**src/rtl/mic_sample_capture.sv**
```systemverilog
`default_nettype none
// ============================================================================
// mic_sample_capture: SPI master for a 12-bit mic ADC, one sample per period.
// Revision: 1.0
// ============================================================================
module mic_sample_capture #(
  parameter int SAMPLE_DIV = 5000,
  parameter int SCLK_HALF  = 25
) (
  input  logic        clk,
  input  logic        rst_n,
  input  logic        enable,
  input  logic        mic_miso,
  output logic        mic_sclk,
  output logic        mic_cs_n,
  output logic [11:0] raw_sample,
  output logic [9:0]  wave_sample,
  output logic        sample_valid,
  output logic        clk_sample,
  output logic        busy
);

  localparam int TW = $clog2(SAMPLE_DIV);
  localparam int HW = $clog2(SCLK_HALF + 1);
  localparam int CW = $clog2(SAMPLE_DIV / 2 + 1);
  localparam logic [TW-1:0] TICK_LAST = TW'(SAMPLE_DIV - 1);
  localparam logic [HW-1:0] HALF_LAST = HW'(SCLK_HALF - 1);
  localparam logic [CW-1:0] CKS_LAST  = CW'(SAMPLE_DIV / 2 - 1);
  localparam logic [4:0]    BITS_LAST = 5'd16;

  typedef enum logic [1:0] {IDLE, SETUP, SHIFT, DONE} state_t;

  state_t          state, state_nx;
  logic [TW-1:0]   tick_cnt;
  logic [HW-1:0]   half_cnt, half_nx;
  logic [4:0]      bit_cnt, bit_nx;
  logic [15:0]     shift, shift_nx;
  logic [11:0]     raw_nx;
  logic            sclk_nx, cs_nx, busy_nx, valid_nx;
  logic [CW-1:0]   cks_cnt;
  logic            tick;
  logic            unused_lead_bits;

  assign tick             = (tick_cnt == '0);
  assign wave_sample      = raw_sample[11:2];
  assign unused_lead_bits = ^shift[15:12];

  always_ff @(posedge clk or negedge rst_n) begin
    if (!rst_n) begin
      tick_cnt <= '0;
    end else if (tick_cnt == TICK_LAST) begin
      tick_cnt <= '0;
    end else begin
      tick_cnt <= tick_cnt + 1'b1;
    end
  end

  always_ff @(posedge clk or negedge rst_n) begin
    if (!rst_n) begin
      state        <= IDLE;
      half_cnt     <= '0;
      bit_cnt      <= '0;
      shift        <= '0;
      raw_sample   <= 12'h800;
      mic_sclk     <= 1'b1;
      mic_cs_n     <= 1'b1;
      busy         <= 1'b0;
      sample_valid <= 1'b0;
    end else begin
      state        <= state_nx;
      half_cnt     <= half_nx;
      bit_cnt      <= bit_nx;
      shift        <= shift_nx;
      raw_sample   <= raw_nx;
      mic_sclk     <= sclk_nx;
      mic_cs_n     <= cs_nx;
      busy         <= busy_nx;
      sample_valid <= valid_nx;
    end
  end

  always_comb begin
    state_nx = state;
    half_nx  = half_cnt;
    bit_nx   = bit_cnt;
    shift_nx = shift;
    raw_nx   = raw_sample;
    sclk_nx  = mic_sclk;
    cs_nx    = mic_cs_n;
    busy_nx  = busy;
    valid_nx = 1'b0;
    case (state)
      IDLE: begin
        if (tick && enable) begin
          state_nx = SETUP;
          cs_nx    = 1'b0;
          busy_nx  = 1'b1;
          half_nx  = '0;
          bit_nx   = '0;
        end
      end
      SETUP: begin
        if (half_cnt == HALF_LAST) begin
          half_nx  = '0;
          sclk_nx  = 1'b0;
          state_nx = SHIFT;
        end else begin
          half_nx = half_cnt + 1'b1;
        end
      end
      SHIFT: begin
        if (half_cnt == HALF_LAST) begin
          half_nx = '0;
          if (!mic_sclk) begin
            // Rising SCLK edge: ADC data has been stable since the fall.
            sclk_nx  = 1'b1;
            shift_nx = {shift[14:0], mic_miso};
            bit_nx   = bit_cnt + 5'd1;
          end else if (bit_cnt == BITS_LAST) begin
            state_nx = DONE;
            cs_nx    = 1'b1;
            raw_nx   = shift[11:0];
            valid_nx = 1'b1;
          end else begin
            sclk_nx = 1'b0;
          end
        end else begin
          half_nx = half_cnt + 1'b1;
        end
      end
      DONE: begin
        state_nx = IDLE;
        busy_nx  = 1'b0;
        bit_nx   = '0;
        half_nx  = '0;
      end
      default: state_nx = IDLE;
    endcase
  end

  // clk_sample rises the cycle after sample_valid and holds for half a period.
  always_ff @(posedge clk or negedge rst_n) begin
    if (!rst_n) begin
      clk_sample <= 1'b0;
      cks_cnt    <= '0;
    end else if (sample_valid) begin
      clk_sample <= 1'b1;
      cks_cnt    <= '0;
    end else if (clk_sample) begin
      if (cks_cnt == CKS_LAST) begin
        clk_sample <= 1'b0;
      end else begin
        cks_cnt <= cks_cnt + 1'b1;
      end
    end
  end

endmodule
`default_nettype wire

```
**config.mk**
```make
export PLATFORM = sky130hd
export DESIGN_NAME = mic_sample_capture
export DESIGN_NICKNAME = d
export VERILOG_FILES = /design/src/rtl/mic_sample_capture.sv
export SDC_FILE = /design/constraint.sdc
export NUM_CORES = 1
export LEC_CHECK = 0
export CORE_MARGIN = 8
export CORE_UTILIZATION = 55
export CTS_CLUSTER_DIAMETER = 120
export CTS_CLUSTER_SIZE = 16
export DETAILED_ROUTE_END_ITERATION = 7
export PLACE_DENSITY = 0.88
export SLEW_MARGIN = 25
export SYNTH_ARGS = -nofsm -noshare
export SYNTH_HDL_FRONTEND = slang
export SYNTH_SLANG_ARGS = --single-unit
```
**constraint.sdc**
```tcl
create_clock -name clk -period 2.8 [get_ports clk]
set_input_delay 0.7 -clock clk [delete_from_list [all_inputs] [get_ports clk]]
set_output_delay 0.7 -clock clk [all_outputs]
set_load 0.02 [all_outputs]
```
==> results of run 1 <==
==> registers in the layout, summed over array words and instances, names as in the netlist <==
register      flops
mic_sclk          1
shift            12
cks_cnt          12
raw_sample       12
sample_valid      1
bit_cnt           5
mic_cs_n          1
state             2
busy              1
clk_sample        1
tick_cnt         13
half_cnt          5
==> area by class of cell <==
type                    count  share of cell area (%)
well taps                  72                    2.40
inverters                  17                    1.70
flip-flops and latches     66                    44.1
multi-input cells         219                    36.4
repair buffers             38                    9.80
clock inverters             5                    1.63
clock buffers              11                    4.03
==> cell usage in the layout, fill, tap and decap left out, types with 3 or more instances in the layout <==
master / count
sky130_fd_sc_hd__dfrtp_1: 63
sky130_fd_sc_hd__nand2_1: 56
sky130_fd_sc_hd__clkdlybuf4s50_1: 29
sky130_fd_sc_hd__nor2_1: 23
sky130_fd_sc_hd__inv_1: 16
sky130_fd_sc_hd__o21ai_0: 14
sky130_fd_sc_hd__nand3_1: 12
sky130_fd_sc_hd__xnor2_1: 12
sky130_fd_sc_hd__mux2_2: 12
sky130_fd_sc_hd__ha_1: 12
sky130_fd_sc_hd__nor3_1: 11
sky130_fd_sc_hd__clkbuf_8: 11
sky130_fd_sc_hd__a21oi_1: 8
sky130_fd_sc_hd__nand4_1: 7
sky130_fd_sc_hd__buf_4: 7
sky130_fd_sc_hd__xor2_1: 6
sky130_fd_sc_hd__or3_1: 6
sky130_fd_sc_hd__nor4_1: 5
sky130_fd_sc_hd__and2_1: 3
sky130_fd_sc_hd__dfstp_2: 3
==> logic make-up (layout without fill, tap and decap cells) <==
logic type	Yosys count	in the layout	synth area share, %
fa+ha+maj	12	12	4.69
compound gates	38	38	7.62
xor+xnor	18	18	4.93
buf+inv	37	71	5.63
flops	66	66	51.7
simple gates	137	137	20.6
mux	14	14	4.85
==> per-stage QoR <==
stage	std cells	power (mW)	util (%)
final	428	1.80	67.4
after global routing	428	1.87	67.4
after CTS	428	1.82	67.4
after detailed placement	412	0.997	63.5
after global placement	412	0.997	63.5
after floorplan	322	0.972	-
==> power by group <==
part,switching [mW],leakage (nW),total [mW],internal [mW]
Combinational,0.0183,0.732,0.0243,0.00598
Sequential,0,0.892,0.953,0.953
Clock,0.357,0.110,0.821,0.464
Total,0.376,1.73,1.80,1.42
==> worst paths after layout <==
kind | start | end | slack (ns) | cells past startpoint
setup reg to reg | half_cnt[0]$_DFFE_PN0N_ | bit_cnt[4]$_DFFE_PN0P_ | 0.74 | 6
hold reg to reg | shift[11]$_DFFE_PN0P_ | shift[11]$_DFFE_PN0P_ | 0.48 | 2
min in group clk | shift[11]$_DFFE_PN0P_ | shift[11]$_DFFE_PN0P_ | 0.48 | 2
setup / recovery | sample_valid$_DFF_PN0_ | sample_valid | 0.48 | 1
hold / removal | rst_n | tick_cnt[0]$_DFF_PN0_ | 0.30 | 1
max in group asynchronous | rst_n | raw_sample[11]$_DFFE_PN1P_ | 1.84 | 2
==> layer usage <==
metal,GRT usage (%),vias to the layer above
met1,17.0,1179
met5,0,-
li1,-,1159
met3,6.19,11
met2,26.9,58
met4,6.58,0
==> flow_summary.json, run 1 <==
{
  "core_region_area_um2": 5570,
  "highest_layer": "met4",
  "critPathTopFamily": "buffers and inverters",
  "finClkSkew_ns": 0.00710,
  "clock-sinks": 66,
  "antenna_violating_nets_post_route": 0,
  "die_x_um": 92.3,
  "wl_met3_um": 340,
  "clock_path_buffers": 2,
  "synth_commonest_cells": "63 x sky130_fd_sc_hd__dfrtp_1, 56 x sky130_fd_sc_hd__nand2_1, 23 x sky130_fd_sc_hd__nor2_1",
  "synth-main-ff-cell": "sky130_fd_sc_hd__dfrtp_1",
  "fmaxAchievable_ghz": 0.432,
  "grt_max_degree": 50,
  "cap_violations": 0,
  "timing.final.setup_violations": 0,
  "power.density_nw_per_um2": 479,
  "initial_utilization_pct": 57.4,
  "cts-resized-gates": 0,
  "total_leakage_power_nw": 1.73,
  "post_cts.repair.setup_buffers": 0,
  "average_cell_area_after_synthesis_um2": 9.94,
  "m1WireLength_um": 2630,
  "ordered_list_of_cells_on_the_worst_path": "clkdlybuf4s50_1",
  "routed_via_density": 5.62,
  "tightestPinTransition_ns": 0.788,
  "final_cell_area_um2": 3750,
  "routed_wl_um": 6180,
  "first_pass_iters": 4,
  "cts.hold.buffers_added": 0,
  "netlist_instances": 322,
  "cp_data_arrival_time_ns": 1.62,
  "num_io_pins": 31,
  "ys_warnings": 0,
  "synth-async-reset-ratio_pct": 100,
  "worst_setup_path_start_kind": "flop",
  "detail_route.wl_per_cell_um": 14.4,
  "gp_congestion": 0.868,
  "multi_input_combinational_cell_area_um2": 1370,
  "fillCellCount": 420,
  "route.detailed.drc": 0,
  "portBuffers": 30,
  "synth.distinct_cells": 46,
  "cts_inserted_buffers": 9,
  "worstSkewPairLatency_ns": 0.34,
  "grtUsageTotal_pct": 15.7,
  "grt-ovfl-total": 0,
  "worstSetupEndpointType": "output port",
  "vias": 2407,
  "floorplan.die_area_um2": 8520,
  "critical_path_peak_fanout": 14,
  "mappedNetlistArea_um2": 3200,
  "final_critical_path_setup_slack_ns": 0.484,
  "clk_pin_slew_worst_paths_ns": 0.07,
  "slew_viol_final": 0,
  "cp.required_ns": 2.10,
  "synth_enable_flop_cells": 0,
  "ctsRootBufferMaster": "sky130_fd_sc_hd__clkbuf_8",
  "cts_tree": "done",
  "timing.slew.headroom_pct": 47.0,
  "whs_ns": 0.300,
  "nets": 367,
  "largest_area_contributor_in_the_netlist": "sky130_fd_sc_hd__dfrtp_1",
  "place_worst_setup_slack_ns": 0.268,
  "h-tree-depth": 3,
  "dr_wl_met2_um": 3090,
  "timing.final.crit_period_ns": 2.32,
  "dp.final_hpwl_um": 4400,
  "placed_cell_area_um2": 3540,
  "cp_slowest_cell": "sky130_fd_sc_hd__clkdlybuf4s50_1",
  "yosys-top-cells-area": "sky130_fd_sc_hd__dfrtp_1 49%, sky130_fd_sc_hd__nand2_1 6.6%, sky130_fd_sc_hd__ha_1 4.7%, sky130_fd_sc_hd__mux2_2 4.2%, sky130_fd_sc_hd__xnor2_1 3.3%",
  "slowest_delay_ns": 0.69,
  "final_min_period_over_clock_period_pct": 82.7,
  "fraction_of_final_layout_cells_sized_beyond_drive_strength_1_pct": 11.8,
  "n_antenna_cell": 0,
  "unrepaired_setup_endpoints_after_global_routing": "false",
  "hp-class": "input port to async pin",
  "final_setup_tns_ns": 0,
  "detail_route.iter0.violations": 135,
  "synth_seq_area_share_pct": 51.7,
  "status": "finished, final reports clean",
  "die_height_um": 92.3,
  "synthToLayoutAreaGrowth_pct": 17.3,
  "number_of_antenna_violations_at_the_first_check_in_global_routing": 0,
  "regArea_um2": 1660,
  "critPathBufInv": 1,
  "synthMostInstantiatedCell": "sky130_fd_sc_hd__dfrtp_1",
  "floorplan.rows": 27,
  "register_bit_count_reported_by_yosys": 66,
  "timing_hold_violations_final": 0,
  "vdd_ir_drop_max_v": 0.000433,
  "critical_path_class": "flop to output port",
  "postSynthNetCount": 338,
  "grt_first_pass_wirelength_um": 10800,
  "vias_in_the_first_global_route": 2406,
  "synth_top_area_share_pct": 49.3
}
No activity file was read; power rests on OpenSTA's default activity.
==> inputs of run 2 (changes only) <==
==> constraint.sdc (replaced) <==
create_clock -name clk -period 2.2 [get_ports clk]
set_input_delay 0.55 -clock clk [delete_from_list [all_inputs] [get_ports clk]]
set_output_delay 0.55 -clock clk [all_outputs]
set_load 0.02 [all_outputs]
==> flow_summary.json, run 2 (synthesis gave the netlist of run 1 again) <==
{
  "whs_ns": 0.200,
  "cp_slowest_cell": "sky130_fd_sc_hd__clkdlybuf4s50_1",
  "crit-reg2reg-capture": "bit_cnt[1]$_DFFE_PN0P_",
  "core_region_area_um2": 5570,
  "grt_first_pass_wirelength_um": 10300,
  "antenna_violating_nets_post_route": 0,
  "n_antenna_cell": 0,
  "status": "finished, final reports clean",
  "total_leakage_power_nw": 1.73,
  "critical_path.startpoint": "mic_sclk$_DFFE_PN1P_",
  "worst_setup_path_start_kind": "flop",
  "fmaxAchievable_ghz": 0.475,
  "switching_share_pct": 23.2,
  "portBuffers": 30,
  "ordered_list_of_cells_on_the_worst_path": "clkdlybuf4s50_1",
  "slew_viol_final": 0,
  "floorplan.rows": 27,
  "critical_path_destination": "mic_sclk",
  "ctsRootBufferMaster": "sky130_fd_sc_hd__clkbuf_8",
  "grt_max_degree": 67,
  "h-tree-depth": 3,
  "registers.top_by_ff_count": "tick_cnt",
  "num_io_pins": 31,
  "fillCellCount": 396,
  "r2r_setup_slack_ns": 0.24,
  "largest_register_ff_count": 13,
  "number_of_antenna_violations_at_the_first_check_in_global_routing": 0,
  "detail_route.iter0.violations": 140,
  "worstReg2RegStart": "half_cnt[0]$_DFFE_PN0N_",
  "floorplan.die_area_um2": 8520,
  "unrepaired_setup_endpoints_after_global_routing": "false",
  "seqPwrFrac_pct": 56.1,
  "routed_via_density": 5.44,
  "post_cts.repair.setup_buffers": 0,
  "grtUsageTotal_pct": 15.0,
  "routed_wl_um": 5940,
  "layout.cells.non_filler": 432,
  "vdd_ir_drop_max_v": 0.000351,
  "gp_congestion": 0.819,
  "initial_utilization_pct": 57.4,
  "worstSkewPairLatency_ns": 0.34,
  "vias": 2352,
  "tightestPinTransition_ns": 0.496,
  "nets": 371,
  "critPathTopFamily": "buffers and inverters",
  "die_height_um": 92.3,
  "vias_in_the_first_global_route": 2282,
  "power.density_nw_per_um2": 576,
  "detail_route.wl_per_cell_um": 13.7,
  "numPlacedInstances": 416,
  "grt-ovfl-total": 0,
  "cap_violations": 0,
  "timing.final.setup_violations": 0,
  "cts_tree": "done",
  "die_x_um": 92.3,
  "power_frac_comb_pct": 1.4,
  "timing_hold_violations_final": 0,
  "route.detailed.drc": 0,
  "timing.slew.headroom_pct": 66.7,
  "hp-class": "input port to async pin",
  "place_worst_setup_slack_ns": -0.155,
  "finClkSkew_ns": 0.00595,
  "final_min_period_over_clock_period_pct": 95.7,
  "clock_path_buffers": 2,
  "synthToLayoutAreaGrowth_pct": 17.3,
  "critical_path_peak_fanout": 7,
  "final_critical_path_setup_slack_ns": 0.0949,
  "cts_inserted_buffers": 9,
  "layout_commonest_cell": "sky130_fd_sc_hd__dfrtp_1",
  "slowest_delay_ns": 0.62,
  "r2r.worst_path.cells": 7,
  "cp.required_ns": 1.65,
  "timing.final.crit_period_ns": 2.11,
  "clock_power_share_pct": 42.5,
  "switching_power_mw": 0.502,
  "clk_pin_slew_worst_paths_ns": 0.07,
  "critical_path_class": "flop to output port",
  "cp.depth": 1,
  "worstSetupEndpointType": "output port",
  "mostFrequentLayoutCells": "63 x sky130_fd_sc_hd__dfrtp_1, 56 x sky130_fd_sc_hd__nand2_1, 29 x sky130_fd_sc_hd__clkdlybuf4s50_1, 23 x sky130_fd_sc_hd__nor2_1, 16 x sky130_fd_sc_hd__inv_1",
  "fraction_of_final_layout_cells_sized_beyond_drive_strength_1_pct": 12.8,
  "clock-sinks": 66,
  "first_pass_iters": 4,
  "cp_data_arrival_time_ns": 1.56,
  "internal_power_mw": 1.66,
  "critPathBufInv": 1,
  "dp.final_hpwl_um": 4150
}
run 2: changes by cell type in the layout (fill, tap and decap cells not counted), sizes merged:
cell	previous run	this run
buf	9	13
bufinv	1	0
clkbuf	11	10
clkinv	3	4
clkinvlp	0	2
inv	18	17
run 2: power groups by stage:
stage	clock network [mW]	registers, mW	logic [mW]
detailed placement	0	1.24	0.0330
finish	0.917	1.21	0.0307
global placement	0	1.24	0.0328
global route	0.987	1.21	0.0361
CTS	0.939	1.21	0.0330
floorplan	0	1.24	0.000316
run 2: how the worst min path moves through the flow:
| stage | from | to | slack, ns | cells after the start |
|---|---|---|---|---|
| after floorplan | rst_n | bit_cnt[0]$_DFFE_PN0P_ | 0.25 | 0 |
| after global placement | shift[11]$_DFFE_PN0P_ | shift[11]$_DFFE_PN0P_ | 0.46 | 2 |
| after detailed placement | shift[11]$_DFFE_PN0P_ | shift[11]$_DFFE_PN0P_ | 0.47 | 2 |
| after CTS | rst_n | tick_cnt[0]$_DFF_PN0_ | 0.21 | 2 |
| after global routing | rst_n | tick_cnt[0]$_DFF_PN0_ | 0.23 | 2 |
| final | rst_n | tick_cnt[0]$_DFF_PN0_ | 0.20 | 2 |
run 2: final cells by class:
class | count | area [um2] | area share (%)
clock inverters | 6 | 42.5 | 1.13
inverters | 17 | 63.8 | 1.70
repair buffers | 42 | 398 | 10.6
clock buffers | 10 | 138 | 3.67
well taps | 72 | 90.1 | 2.40
multi-input cells | 219 | 1370 | 36.4
flip-flops and latches | 66 | 1660 | 44.1
run 2: repair_timing:
item	4_1_cts	5_1_grt
hold buffers	0	0
resized for setup	0	1
endpoints found under the setup margin	0	1
run 2: metrics by stage:
stage / setup TNS, ns / util [%] / instance area (um2) / power, mW
after floorplan: 0 / - / 3200 / 1.24
after global placement: -0.473 / 64.1 / 3570 / 1.27
after CTS: 0 / 67.3 / 3750 / 2.18
after global routing: 0 / 67.3 / 3750 / 2.24
final: 0 / 67.3 / 3750 / 2.16
after detailed placement: -1.01 / 64.1 / 3570 / 1.27
run 2: layer usage:
layer / vias to the layer above / track usage (%) / wire [um]
met4: 0 / 9.93 / 124
met2: 52 / 24.0 / 2830
li1: 1170 / - / -
met5: - / 0 / 0
met3: 9 / 3.75 / 289
met1: 1121 / 17.5 / 2700
